===== src/rtl/calcunit_seq_pkg.sv =====
// Shared types and constants for the eye-distance accumulator sequencer.
package calcunit_seq_pkg;

  localparam int unsigned NUM_SEG   = 4;
  localparam int unsigned SEG_CNT_W = 2;
  localparam int unsigned G2SUM_W   = 14;
  localparam int unsigned GSUM_W    = 11;
  localparam int unsigned FG_W      = 14;
  localparam int unsigned PLACE_W   = 6;

  typedef enum logic [3:0] {
    ST_IDLE,
    ST_CLR,
    ST_CLR_GAP,
    ST_FETCH,
    ST_SETUP,
    ST_STROBE,
    ST_CL_SETUP,
    ST_CL_STROBE,
    ST_FIN,
    ST_SETTLE,
    ST_CAPTURE,
    ST_OUT,
    ST_ADV
  } state_t;

endpackage


===== src/rtl/calcunit_seq_addr.sv =====
// Sample/segment counters and frame-buffer address generation (wraps modulo 2^ADDR_W).
module calcunit_seq_addr
  import calcunit_seq_pkg::*;
#(
  parameter int unsigned SEG_LEN    = 16,
  parameter int unsigned SEG_STRIDE = 16,
  parameter int unsigned ADDR_W     = 8
) (
  input  logic              clk,
  input  logic              rst,
  input  logic              clear,
  input  logic              step,
  input  logic [ADDR_W-1:0] base,
  output logic              first,
  output logic              last,
  output logic [ADDR_W-1:0] addr
);

  logic [7:0]           idx;
  logic [SEG_CNT_W-1:0] seg;

  always_ff @(posedge clk or posedge rst) begin
    if (rst) begin
      idx <= '0;
      seg <= '0;
    end else if (clear) begin
      idx <= '0;
      seg <= '0;
    end else if (step) begin
      if (idx == 8'(SEG_LEN - 1)) begin
        idx <= '0;
        seg <= seg + 1'b1;
      end else begin
        idx <= idx + 1'b1;
      end
    end
  end

  always_comb begin
    first = (idx == '0);
    last  = (idx == 8'(SEG_LEN - 1)) && (seg == SEG_CNT_W'(NUM_SEG - 1));
    addr  = ADDR_W'(32'(base) + 32'(seg) * SEG_STRIDE + 32'(idx));
  end

endmodule


===== src/rtl/calcunit_seq.sv =====
// Sequencer: clears the accumulator, streams 4 segments of samples, closes it,
// then hands the 4 segment results out over a valid/ready handshake.
module calcunit_seq
  import calcunit_seq_pkg::*;
#(
  parameter int unsigned SEG_LEN    = 16,
  parameter int unsigned SEG_STRIDE = 16,
  parameter int unsigned ADDR_W     = 8
) (
  input  logic               clk,
  input  logic               rst,
  input  logic               start,
  input  logic [ADDR_W-1:0]  base_addr,
  input  logic [7:0]         base_place,
  output logic               busy,
  output logic               done,
  output logic               rd_en,
  output logic [ADDR_W-1:0]  rd_addr,
  output logic               cu_startsig,
  output logic               cu_work,
  output logic               cu_change,
  output logic               cu_finalstart,
  output logic               cu_valid,
  output logic [7:0]         cu_startplace,
  input  logic [G2SUM_W-1:0] cu_g2sum,
  input  logic [GSUM_W-1:0]  cu_gsum,
  input  logic [FG_W-1:0]    cu_fg,
  input  logic [PLACE_W-1:0] cu_place,
  output logic               res_valid,
  input  logic               res_ready,
  output logic [G2SUM_W-1:0] res_g2sum,
  output logic [GSUM_W-1:0]  res_gsum,
  output logic [FG_W-1:0]    res_fg,
  output logic [PLACE_W-1:0] res_place,
  output logic [1:0]         res_idx
);

  state_t               state, state_next;
  logic [ADDR_W-1:0]    base_q;
  logic [SEG_CNT_W-1:0] k;
  logic                 last_q;
  logic                 first, last;
  logic [ADDR_W-1:0]    addr;

  // Counters advance as FETCH ends; last_q remembers whether that sample closes the stream.
  calcunit_seq_addr #(
    .SEG_LEN   (SEG_LEN),
    .SEG_STRIDE(SEG_STRIDE),
    .ADDR_W    (ADDR_W)
  ) u_addr (
    .clk  (clk),
    .rst  (rst),
    .clear(state == ST_IDLE),
    .step (state == ST_FETCH),
    .base (base_q),
    .first(first),
    .last (last),
    .addr (addr)
  );

  always_comb begin
    state_next = state;
    unique case (state)
      ST_IDLE:      if (start) state_next = ST_CLR;
      ST_CLR:       state_next = ST_CLR_GAP;
      ST_CLR_GAP:   state_next = ST_FETCH;
      ST_FETCH:     state_next = ST_SETUP;
      ST_SETUP:     state_next = ST_STROBE;
      ST_STROBE:    state_next = last_q ? ST_CL_SETUP : ST_FETCH;
      ST_CL_SETUP:  state_next = ST_CL_STROBE;
      ST_CL_STROBE: state_next = ST_FIN;
      ST_FIN:       state_next = ST_SETTLE;
      ST_SETTLE:    state_next = ST_CAPTURE;
      ST_CAPTURE:   state_next = ST_OUT;
      ST_OUT:       if (res_ready) state_next = ST_ADV;
      ST_ADV:       state_next = (k == SEG_CNT_W'(NUM_SEG - 1)) ? ST_IDLE : ST_CAPTURE;
      default:      state_next = ST_IDLE;
    endcase
  end

  // Outputs are decoded from the state being entered so they line up with it registered.
  always_ff @(posedge clk or posedge rst) begin
    if (rst) begin
      state         <= ST_IDLE;
      base_q        <= '0;
      k             <= '0;
      last_q        <= 1'b0;
      busy          <= 1'b0;
      done          <= 1'b0;
      rd_en         <= 1'b0;
      rd_addr       <= '0;
      cu_startsig   <= 1'b0;
      cu_work       <= 1'b0;
      cu_change     <= 1'b0;
      cu_finalstart <= 1'b0;
      cu_valid      <= 1'b0;
      cu_startplace <= '0;
      res_valid     <= 1'b0;
      res_g2sum     <= '0;
      res_gsum      <= '0;
      res_fg        <= '0;
      res_place     <= '0;
      res_idx       <= '0;
    end else begin
      state         <= state_next;
      busy          <= (state_next != ST_IDLE);
      rd_en         <= (state_next == ST_FETCH);
      cu_startsig   <= (state_next == ST_CLR);
      cu_work       <= (state_next == ST_STROBE) || (state_next == ST_CL_STROBE);
      cu_finalstart <= (state_next == ST_FIN);
      cu_valid      <= (state_next == ST_ADV) && (k != SEG_CNT_W'(NUM_SEG - 1));
      done          <= (state_next == ST_ADV) && (k == SEG_CNT_W'(NUM_SEG - 1));
      res_valid     <= (state_next == ST_OUT);

      if (state_next == ST_FETCH) rd_addr <= addr;

      unique case (state_next)
        ST_SETUP:                  cu_change <= first;
        ST_CL_SETUP:               cu_change <= 1'b1;
        ST_STROBE, ST_CL_STROBE:   cu_change <= cu_change;
        default:                   cu_change <= 1'b0;
      endcase

      if (state == ST_IDLE && start) begin
        base_q        <= base_addr;
        cu_startplace <= base_place;
      end
      if (state == ST_FETCH) last_q <= last;
      if (state == ST_IDLE)     k <= '0;
      else if (state == ST_ADV) k <= k + 1'b1;

      if (state == ST_CAPTURE) begin
        res_g2sum <= cu_g2sum;
        res_gsum  <= cu_gsum;
        res_fg    <= cu_fg;
        res_place <= cu_place;
        res_idx   <= k;
      end
    end
  end

endmodule


===== config.mk =====
export PLATFORM = sky130hd
export DESIGN_NAME = calcunit_seq
export DESIGN_NICKNAME = d
export VERILOG_FILES = /design/src/rtl/calcunit_seq_pkg.sv /design/src/rtl/calcunit_seq_addr.sv /design/src/rtl/calcunit_seq.sv
export SDC_FILE = /design/constraint.sdc
export NUM_CORES = 1
export LEC_CHECK = 0
export CAP_MARGIN = 30
export CELL_PAD_IN_SITES_DETAIL_PLACEMENT = 0
export CELL_PAD_IN_SITES_GLOBAL_PLACEMENT = 1
export CORE_MARGIN = 2
export CORE_UTILIZATION = 30
export DETAILED_ROUTE_END_ITERATION = 7
export PLACE_DENSITY_LB_ADDON = 0.1
export SETUP_SLACK_MARGIN = 0.3
export SKIP_CTS_REPAIR_TIMING = 1
export SYNTH_ARGS = -nofsm -noshare
export SYNTH_HDL_FRONTEND = slang
export SYNTH_SLANG_ARGS = --single-unit
export TNS_END_PERCENT = 5

===== constraint.sdc =====
create_clock -name clk -period 4.4 [get_ports clk]
set_input_delay 0.66 -clock clk [delete_from_list [all_inputs] [get_ports clk]]
set_output_delay 0.66 -clock clk [all_outputs]
set_load 0.05 [all_outputs]

# Word-level counts from Yosys, hierarchy flattened
# Cells that the tools add are included.
# totals
elab_cells,79
output_inout_bits,72
register_bits,97
in_bits,65
# classes
n_reduce_logical,13
addsub,5
n_mux,14
eq_ne,25
# op_table
cell,count
case mux 4 bit (13 select lines),1
"equality test 4 x 3 -> 1 bit, second input constant",8
"equality test 4 bit, second input constant",8
two-way mux 8 bit,3
"equality test 4 x 2 -> 1 bit, second input constant",3
two-way mux 4 bit,3
two-way mux 2 bit,5
"adder 8 x 1 -> 8 bit, second input constant",1
adder 8 x 6 -> 8 bit,1
adder 8 bit,1
"equality test 4 x 1 -> 1 bit, second input constant",2
"equality test 8 x 4 -> 1 bit, second input constant",1
zero test 8 bit,1
nonzero test 2 bit,3
"adder 2 x 1 -> 2 bit, second input constant",2
"equality test 2 bit, second input constant",2
logical AND 1 bit,4
zero test 4 bit,1
nonzero test 4 bit,1
two-way mux 3 bit,1
case mux 1 bit (3 select lines),1
"inequality test 2 bit, second input constant",1
AND reduction 2 bit,1
OR reduction 2 bit,1
logical OR 1 bit,1

# Longest topological paths before layout
# Gate-level depths: netlist of the first run.
# depth
ltp_word,6
depth_mapped,9
ltp_nobuf,9

# Modules after synthesis
# From an unflattened synthesis of the first run, not the netlist that was laid out.
# hier_totals
hier_cells,319
area_unflattened_um2,4296.6
# by_module_without_submodules
mod,n_inst,area_each_um2,cells_per_inst,seq_area_each_um2
calcunit_seq,1,3403.3,223,2177.1
calcunit_seq_addr,1,893.4,96,250.2

# Worst setup path before layout of the first run
# No wires, ideal clock.
# synth_timing
path_type,register to register
startpoint,register u_addr.idx[1]
endpoint,register rd_addr[7]
stages_incl_launch_ff,9
path_buffers,0
slack_ns,2.151
t_arrival_ns,2.124
t_required_ns,4.275
setup_ns,0.125
synth_period_minus_slack_ns,2.249
path_cell_list,dfrtp_1 -> ha_1 -> ha_1 -> fa_1 -> a211oi_1 -> o21bai_1 -> a21oi_1 -> xnor2_1 -> mux2_4
# synth_between
elab_chain_len,1
# synth_rtl
item,line,source
from (decl),calcunit_seq_addr.sv:19,logic [7:0] idx;
from (signal assigned),calcunit_seq_addr.sv:34,idx <= idx + 1'b1;
adder 8 bit,calcunit_seq_addr.sv:42,addr = ADDR_W'(32'(base) + 32'(seg) * SEG_STRIDE + 32'(idx));
to (signal assigned),calcunit_seq.sv:115,if (state_next == ST_FETCH) rd_addr <= addr;
to (decl),calcunit_seq.sv:18,"output logic [ADDR_W-1:0] rd_addr,"
# Every way passes these cells.
# A chain may end at the register's enable or synchronous reset.

# Final worst setup path of the first run
# Same ends and word-level chain as after synthesis.

==> results by group, run 1 <==
Routing
  – WL final: 9690 um
  – Routed Antenna Nets: 0
  – WL/cell: 14.3 um
  – Iter 0 DRT Violations: 119
  – Vias/cell: 4.50
  – Remaining DRCs: 0
  – DR vias: 3,048
  – DRT Pass-1 Iters: 4

Clock tree
  – CTS tree: yes
  – Clk buf depth: 2
  – Clock root cell: clkbuf_16
  – Worst skew pair latency: 0.34 ns
  – H-tree levels: 3
  – Clock transition at the registers of the reported paths: 0.06 ns
  – Clock sinks: 97
  – Cts bufs inserted: 9

Critical path
  – Critical Path Fanout Max: 5
  – R2r setup slk: 1.97 ns
  – CP arrival: 2.65 ns
  – Crit Path Category: reg -> reg
  – Worst Setup End Kind: flop
  – Crit path launch type: flop
  – Critical path required time: 4.63 ns

STA
  – Fin crit share: 55.2%
  – Final min period: 2.43 ns
  – Setup repair after global routing missed its margin: false
  – Setup Skew: 0.00327 ns
  – Final worst slack: 1.97 ns
  – Hold Fails Final Rpt: 0
  – Worst slew pin tran: 0.706 ns
  – Setup violations, final: 0
  – Worst Hold Margin: 0.471 ns
  – Slew margin rel.: 52.8%
  – Fin Setup TNS: 0 ns
  – Max Slew Vio Count: 0
  – Fmax: 412 MHz

Cells and area
  – Final Util: 44.6%
  – Fillers: 1,308
  – Fin nets: 577
  – N_diodes: 0
  – Syn-to-layout area delta: 44.3%
  – Layout cells sized above 1: 16.9%

Synthesis
  – Yosys cell types: 49
  – Post-synth top cells: dfrtp_1, nand2_1, mux2_2
  – Top-count cell post-synth: dfrtp_1
  – Syn_area_per_cell: 12.2 um^2
  – YS warnings: 0
  – Top cells by area, synth: dfrtp_1, mux2_2, nand2_1
  – Number of enable flip-flop cells after synthesis: 0
  – Top FF cell, synth: dfrtp_1
  – Syn Nets: 438
  – Top-area cell type share of the netlist area: 56.1%
  – Synthesized cell area: 4330 um^2
  – Asr flop ratio synth: 100%
  – Sequential area share after synthesis: 56.1%
  – Cells after synthesis: 355
  – Most area-hungry cell type in the Yosys netlist: dfrtp_1
  – Yosys reg bits: 97

Global route
  – GRT Total Usage: 12.9%
  – First-pass GRT wire length: 15,000 um
  – Overflow after GRT: 0
  – Initial antenna violation count: 0
  – Largest net degree at the start of global routing: 66
  – Vias in the first global route: 2,964

Power and ir drop
  – Worst vdd ir: 0.284 mV
  – Post-layout total power: 5.18 mW
  – P_int: 2.89 mW
  – Sw Pwr: 2.29 mW
  – Net Sw Frac: 44.2%
  – Sequential fraction of design power: 29.4%
  – Power density over cell area: 830 nW/um^2
  – Static leakage: 2.80 nW
  – Clock Power Share: 16.2%
  – Gate power share: 54.4%

Placement
  – Hpwl dp: 6870 um
  – GP Congestion: 0.793
  – IO buf count: 136
  – Pre-CTS setup slack: 1.85 ns

Status
  – Status: finished, final reports clean

Floorplan
  – CORE AREA: 14,000 um^2
  – Die ar.: 15,400 um^2
  – # rows: 43
  – I/O Pins: 137
  – Vert. Die Dim: 124 um
  – Die Wd: 124 um
  – Initial Util: 30.9%

Run
  – Max Cap Viol: 0

Hold path
  – HP Class: reg -> reg
==> power by group through the flow <==
stage / combinational [mW] / sequential [mW] / clock, mW
5_1_grt: 3.01 / 1.58 / 0.914
4_1_cts: 2.85 / 1.53 / 0.877
3_3_place_gp: 2.82 / 1.54 / 0
3_5_place_dp: 2.85 / 1.54 / 0
2_1_floorplan: 0.963 / 2.53 / 0
6_report: 2.82 / 1.52 / 0.841
==> area by class of cell <==
class                           instances  area [um^2]  share of cell area, %
Multi-Input combinational cell        229         1780                   28.5
Clock buffer                           11          253                   4.05
Timing Repair Buffer                  140         1420                   22.8
Inverter                               17         66.3                   1.06
Sequential cell                        97         2430                   38.9
Tap cell                              180          225                   3.61
Clock inverter                          3         65.1                   1.04
==> cell usage in the layout (no fill, tap or decap), types with 3 or more instances in the layout <==
cell             instances
inv_1                   15
ha_1                    15
nand2_1                 57
o21ai_1                  3
nor2b_1                  7
o21ai_0                 11
mux2_2                  47
a22o_1                   3
nor2_1                  15
xor2_1                   4
fa_1                     3
xnor2_1                  8
mux2_4                   8
clkbuf_16                9
clkdlybuf4s50_1        136
a21oi_1                  6
dfrtp_1                 97
nand3_1                  8
nand2b_1                 3
==> path summary, 6_finish.rpt <==
path	startpoint	end	cells after the start
min in group asynchronous	rst	res_g2sum[11]	2
max in group asynchronous	rst	res_g2sum[0]	4
setup reg to reg	u_addr.idx[1]	rd_addr[7]	8
hold / removal	cu_startplace[0]	cu_startplace[0]	2
hold reg to reg	cu_startplace[0]	cu_startplace[0]	2
setup / recovery	u_addr.idx[1]	rd_addr[7]	8
==> through the flow <==
| stage | std cells | area, um^2 |
|---|---|---|
| 2_1_floorplan | 355 | 4330 |
| 3_3_place_gp | 661 | 5880 |
| 3_5_place_dp | 663 | 5920 |
| 4_1_cts | 677 | 6240 |
| 5_1_grt | 677 | 6240 |
| 6_report | 677 | 6240 |
==> per-layer routing <==
layer / global-route usage (%) / up-vias / wire length, um
met5: 0 / - / 0
met4: 6.11 / 0 / 184
met3: 3.57 / 12 / 682
met2: 19.4 / 98 / 4280
met1: 17.0 / 1455 / 4540
li1: - / 1483 / -
==> registers in the layout, summed over array words and instances, names as in the netlist <==
register and cells:
last_q 1, base_q 8, rd_addr 8, res_valid 1
u_addr.idx 8, res_idx 2, res_place 6, cu_valid 1
cu_finalstart 1, busy 1, state 4, rd_en 1
cu_change 1, cu_startsig 1, res_g2sum 14, k 2
res_fg 14, done 1, cu_work 1, u_addr.seg 2
res_gsum 11, cu_startplace 8
==> critical path, stage by stage (launching register included) <==
cell and delay (ns):
dfrtp_1 0.45, ha_1 0.30, ha_1 0.22, fa_1 0.44, a211oi_1 0.27, o21bai_1 0.10, a21oi_1 0.18, xnor2_1 0.09
mux2_4 0.27
==> kinds of logic (layout without fill, tap and decap cells) <==
family,Yosys count,after routing,synth area share (%)
xor+xnor,12,12,2.43
compound gates,37,37,5.96
fa+ha+maj,18,18,5.73
buf+inv,29,171,2.75
mux,56,56,15.2
flops,97,97,56.1
simple gates,106,106,11.8
Power figures use the tool's default switching activity.
==> inputs of run 2 (changes only) <==
clock period = 2.1 ns   (was 4.4 ns; I/O delays follow)
==> run 2 against run 1 <==
The flow now finishes with violations (negative setup slack). Register-to-register slack worse by 2.0 ns. Combinational power grew 130%. Worst hold slack got worse by 0.051 ns. Highest routed layer unchanged.
==> results by group, run 2 (synthesized netlist as in run 1, its figures left out) <==
Cells and area
  – Fin nets: 609 (+5.5%)
  – Fillers: 1,308 (unchanged)
  – Most frequent cells in the layout: dfrtp_1, dlymetal6s2s_1, clkdlybuf4s50_1, nand2_1, mux2_2
  – Register area: 2430 um^2 (+0.15%)
  – Area of the multi-input gates: 1850 um^2 (+4.0%)
  – Layout cells sized above 1: 25.7% (+8.8 points)
  – Top flop regs: res_fg: 14 flops, res_g2sum: 14 flops, res_gsum: 11 flops
  – Commonest non-fill, non-tap cell in the layout: dfrtp_1
  – N_diodes: 0 (unchanged)
  – Syn-to-layout area delta: 55.3%

Run
  – Max Cap Viol: 0 (unchanged)

STA
  – Slew margin rel.: 63.6% (+11 points)
  – Setup repair after global routing missed its margin: true
  – Max Slew Vio Count: 0 (unchanged)
  – Hold Fails Final Rpt: 0 (unchanged)
  – Worst slew pin tran: 0.546 ns (-0.161 ns)
  – Worst Hold Margin: 0.420 ns (-0.0514 ns)
  – Setup Skew: 0.00557 ns (+0.00229 ns)
  – Setup violations, final: 2 (+2)
  – Fmax: 460 MHz (+12%)
  – Fin crit share: 103% (+48 points)
  – Final min period: 2.17 ns (-0.255 ns)
  – Final worst slack: -0.0716 ns (-2.04 ns)
  – Fin Setup TNS: -0.135 ns (-0.135 ns)

Power and ir drop
  – Worst vdd ir: 0.607 mV (+110%)
  – Static leakage: 3.81 nW (+36%)
  – Power density over cell area: 1650 nW/um^2 (+98%)

Floorplan
  – Vert. Die Dim: 124 um (unchanged)
  – Die ar.: 15,400 um^2 (unchanged)
  – # rows: 43 (unchanged)
  – I/O Pins: 137 (unchanged)
  – Die Wd: 124 um (unchanged)
  – CORE AREA: 14,000 um^2 (unchanged)
  – Initial Util: 30.9% (unchanged)

Critical path
  – Crit path launch type: flop
  – Worst Setup End Kind: flop
  – R2r setup slk: -0.07 ns (-2.04 ns)
  – Max stage delay cell, worst path: fa_2
  – RR Endpoint: rd_addr[5]
  – Critical path required time: 2.33 ns (-2.30 ns)
  – Critical Path Fanout Max: 2 (-3)
  – Worst reg2reg path depth: 8 (unchanged)
  – CP arrival: 2.40 ns (-0.25 ns)
  – Max incr delay on CP: 0.42 ns (-0.03 ns)
  – Crit Path Category: reg -> reg
  – RR Startpoint: u_addr.idx[1]
  – CP cell instances: ha_1, ha_2, fa_2, buf_6, a21o_1, a21oi_2, xnor2_1, mux2_4

Clock tree
  – Worst skew pair latency: 0.34 ns (about the same)
  – Cts bufs inserted: 9 (unchanged)
  – H-tree levels: 3 (unchanged)
  – CTS tree: yes
  – Clock root cell: clkbuf_16
  – Clock sinks: 97 (unchanged)
  – Clk buf depth: 2 (unchanged)
  – Clock transition at the registers of the reported paths: 0.07 ns (about the same)

Routing
  – Metal-1 WL: 4670 um (+2.8%)
  – Remaining DRCs: 0 (unchanged)
  – WL/cell: 14.3 um (about the same)
  – DR vias: 3,198 (+4.9%)
  – Iter 0 DRT Violations: 113 (-5.0%)
  – Met2 WL: 4650 um (+8.6%)
  – Vias/cell: 4.50 (about the same)
  – WL final: 10,200 um (+4.8%)
  – DRT Pass-1 Iters: 4 (unchanged)
  – Routed wl met3: 713 um (+4.5%)
  – Top layer in use: met4
  – Routed Antenna Nets: 0 (unchanged)

Global route
  – Initial antenna violation count: 0 (unchanged)
  – Largest net degree at the start of global routing: 79 (+20%)
  – Vias in the first global route: 3,178 (+7.2%)
  – Overflow after GRT: 0 (unchanged)
  – GRT Total Usage: 13.3% (+0.41 points)
  – First-pass GRT wire length: 15,700 um (+4.6%)

Hold path
  – HP Class: in -> async

Status
  – Status: finished, violations left
  – Failing checks: negative setup slack

Placement
  – Hpwl dp: 7120 um (+3.7%)
  – GP Congestion: 0.783 (-1.3%)
  – IO buf count: 136 (unchanged)
## run 2: critical path, delay by kind of cell (launching register included)
kind / cells / cell delay [ns]
AO/OA/AOI/OAI: 2 / 0.27
flip-flops: 1 / 0.39
adder cells (fa/ha/maj): 3 / 0.93
multiplexers: 1 / 0.26
buffers and inverters: 1 / 0.13
XOR/XNOR: 1 / 0.09
## run 2: per-layer routing
layer  global-route usage, %  vias up
met5                       0        -
li1                        -     1546
met3                    4.62        9
met4                    3.79        0
met2                    20.6      104
met1                    17.5     1539
## run 2: worst max-delay path by stage
stage	endpoint	cells after the start	start	slack, ns
after floorplan	rd_addr[7]	8	u_addr.idx[1]	-0.15
after global placement	rd_addr[7]	8	base_q[1]	-0.19
after detailed placement	rd_addr[7]	8	base_q[1]	-0.23
after CTS	rd_addr[7]	8	base_q[1]	-0.24
after global routing	rd_addr[7]	8	u_addr.idx[1]	-0.17
final	rd_addr[5]	8	u_addr.idx[1]	-0.07
## run 2: layout make-up
class / count / share of cell area [%]
clock buffers: 9 / 3.35
clock inverters: 6 / 1.04
inverters: 17 / 1.01
multi-input cells: 229 / 27.6
flip-flops and latches: 97 / 36.2
well taps: 180 / 3.35
repair buffers: 172 / 27.5
## run 2: power by group
part,switching [mW],internal (mW),leakage [nW],total [mW]
Combinational,3.80,2.55,2.45,6.35
Clock,0.711,0.922,0.145,1.63
Sequential,0.415,2.67,1.22,3.08
Total,4.93,6.14,3.81,11.1
## run 2: metrics by stage
stage / setup WS, ns / cells / utilization (%) / instance area (um^2) / total power [mW]
floorplan: -0.149 / 355 / - / 4330 / 7.31
global placement: -0.191 / 691 / 43.8 / 6130 / 9.40
detailed placement: -0.233 / 691 / 43.8 / 6130 / 9.46
CTS: -0.240 / 706 / 45.9 / 6420 / 11.1
global route: -0.165 / 710 / 48.0 / 6720 / 11.8
finish: -0.0716 / 710 / 48.0 / 6720 / 11.1
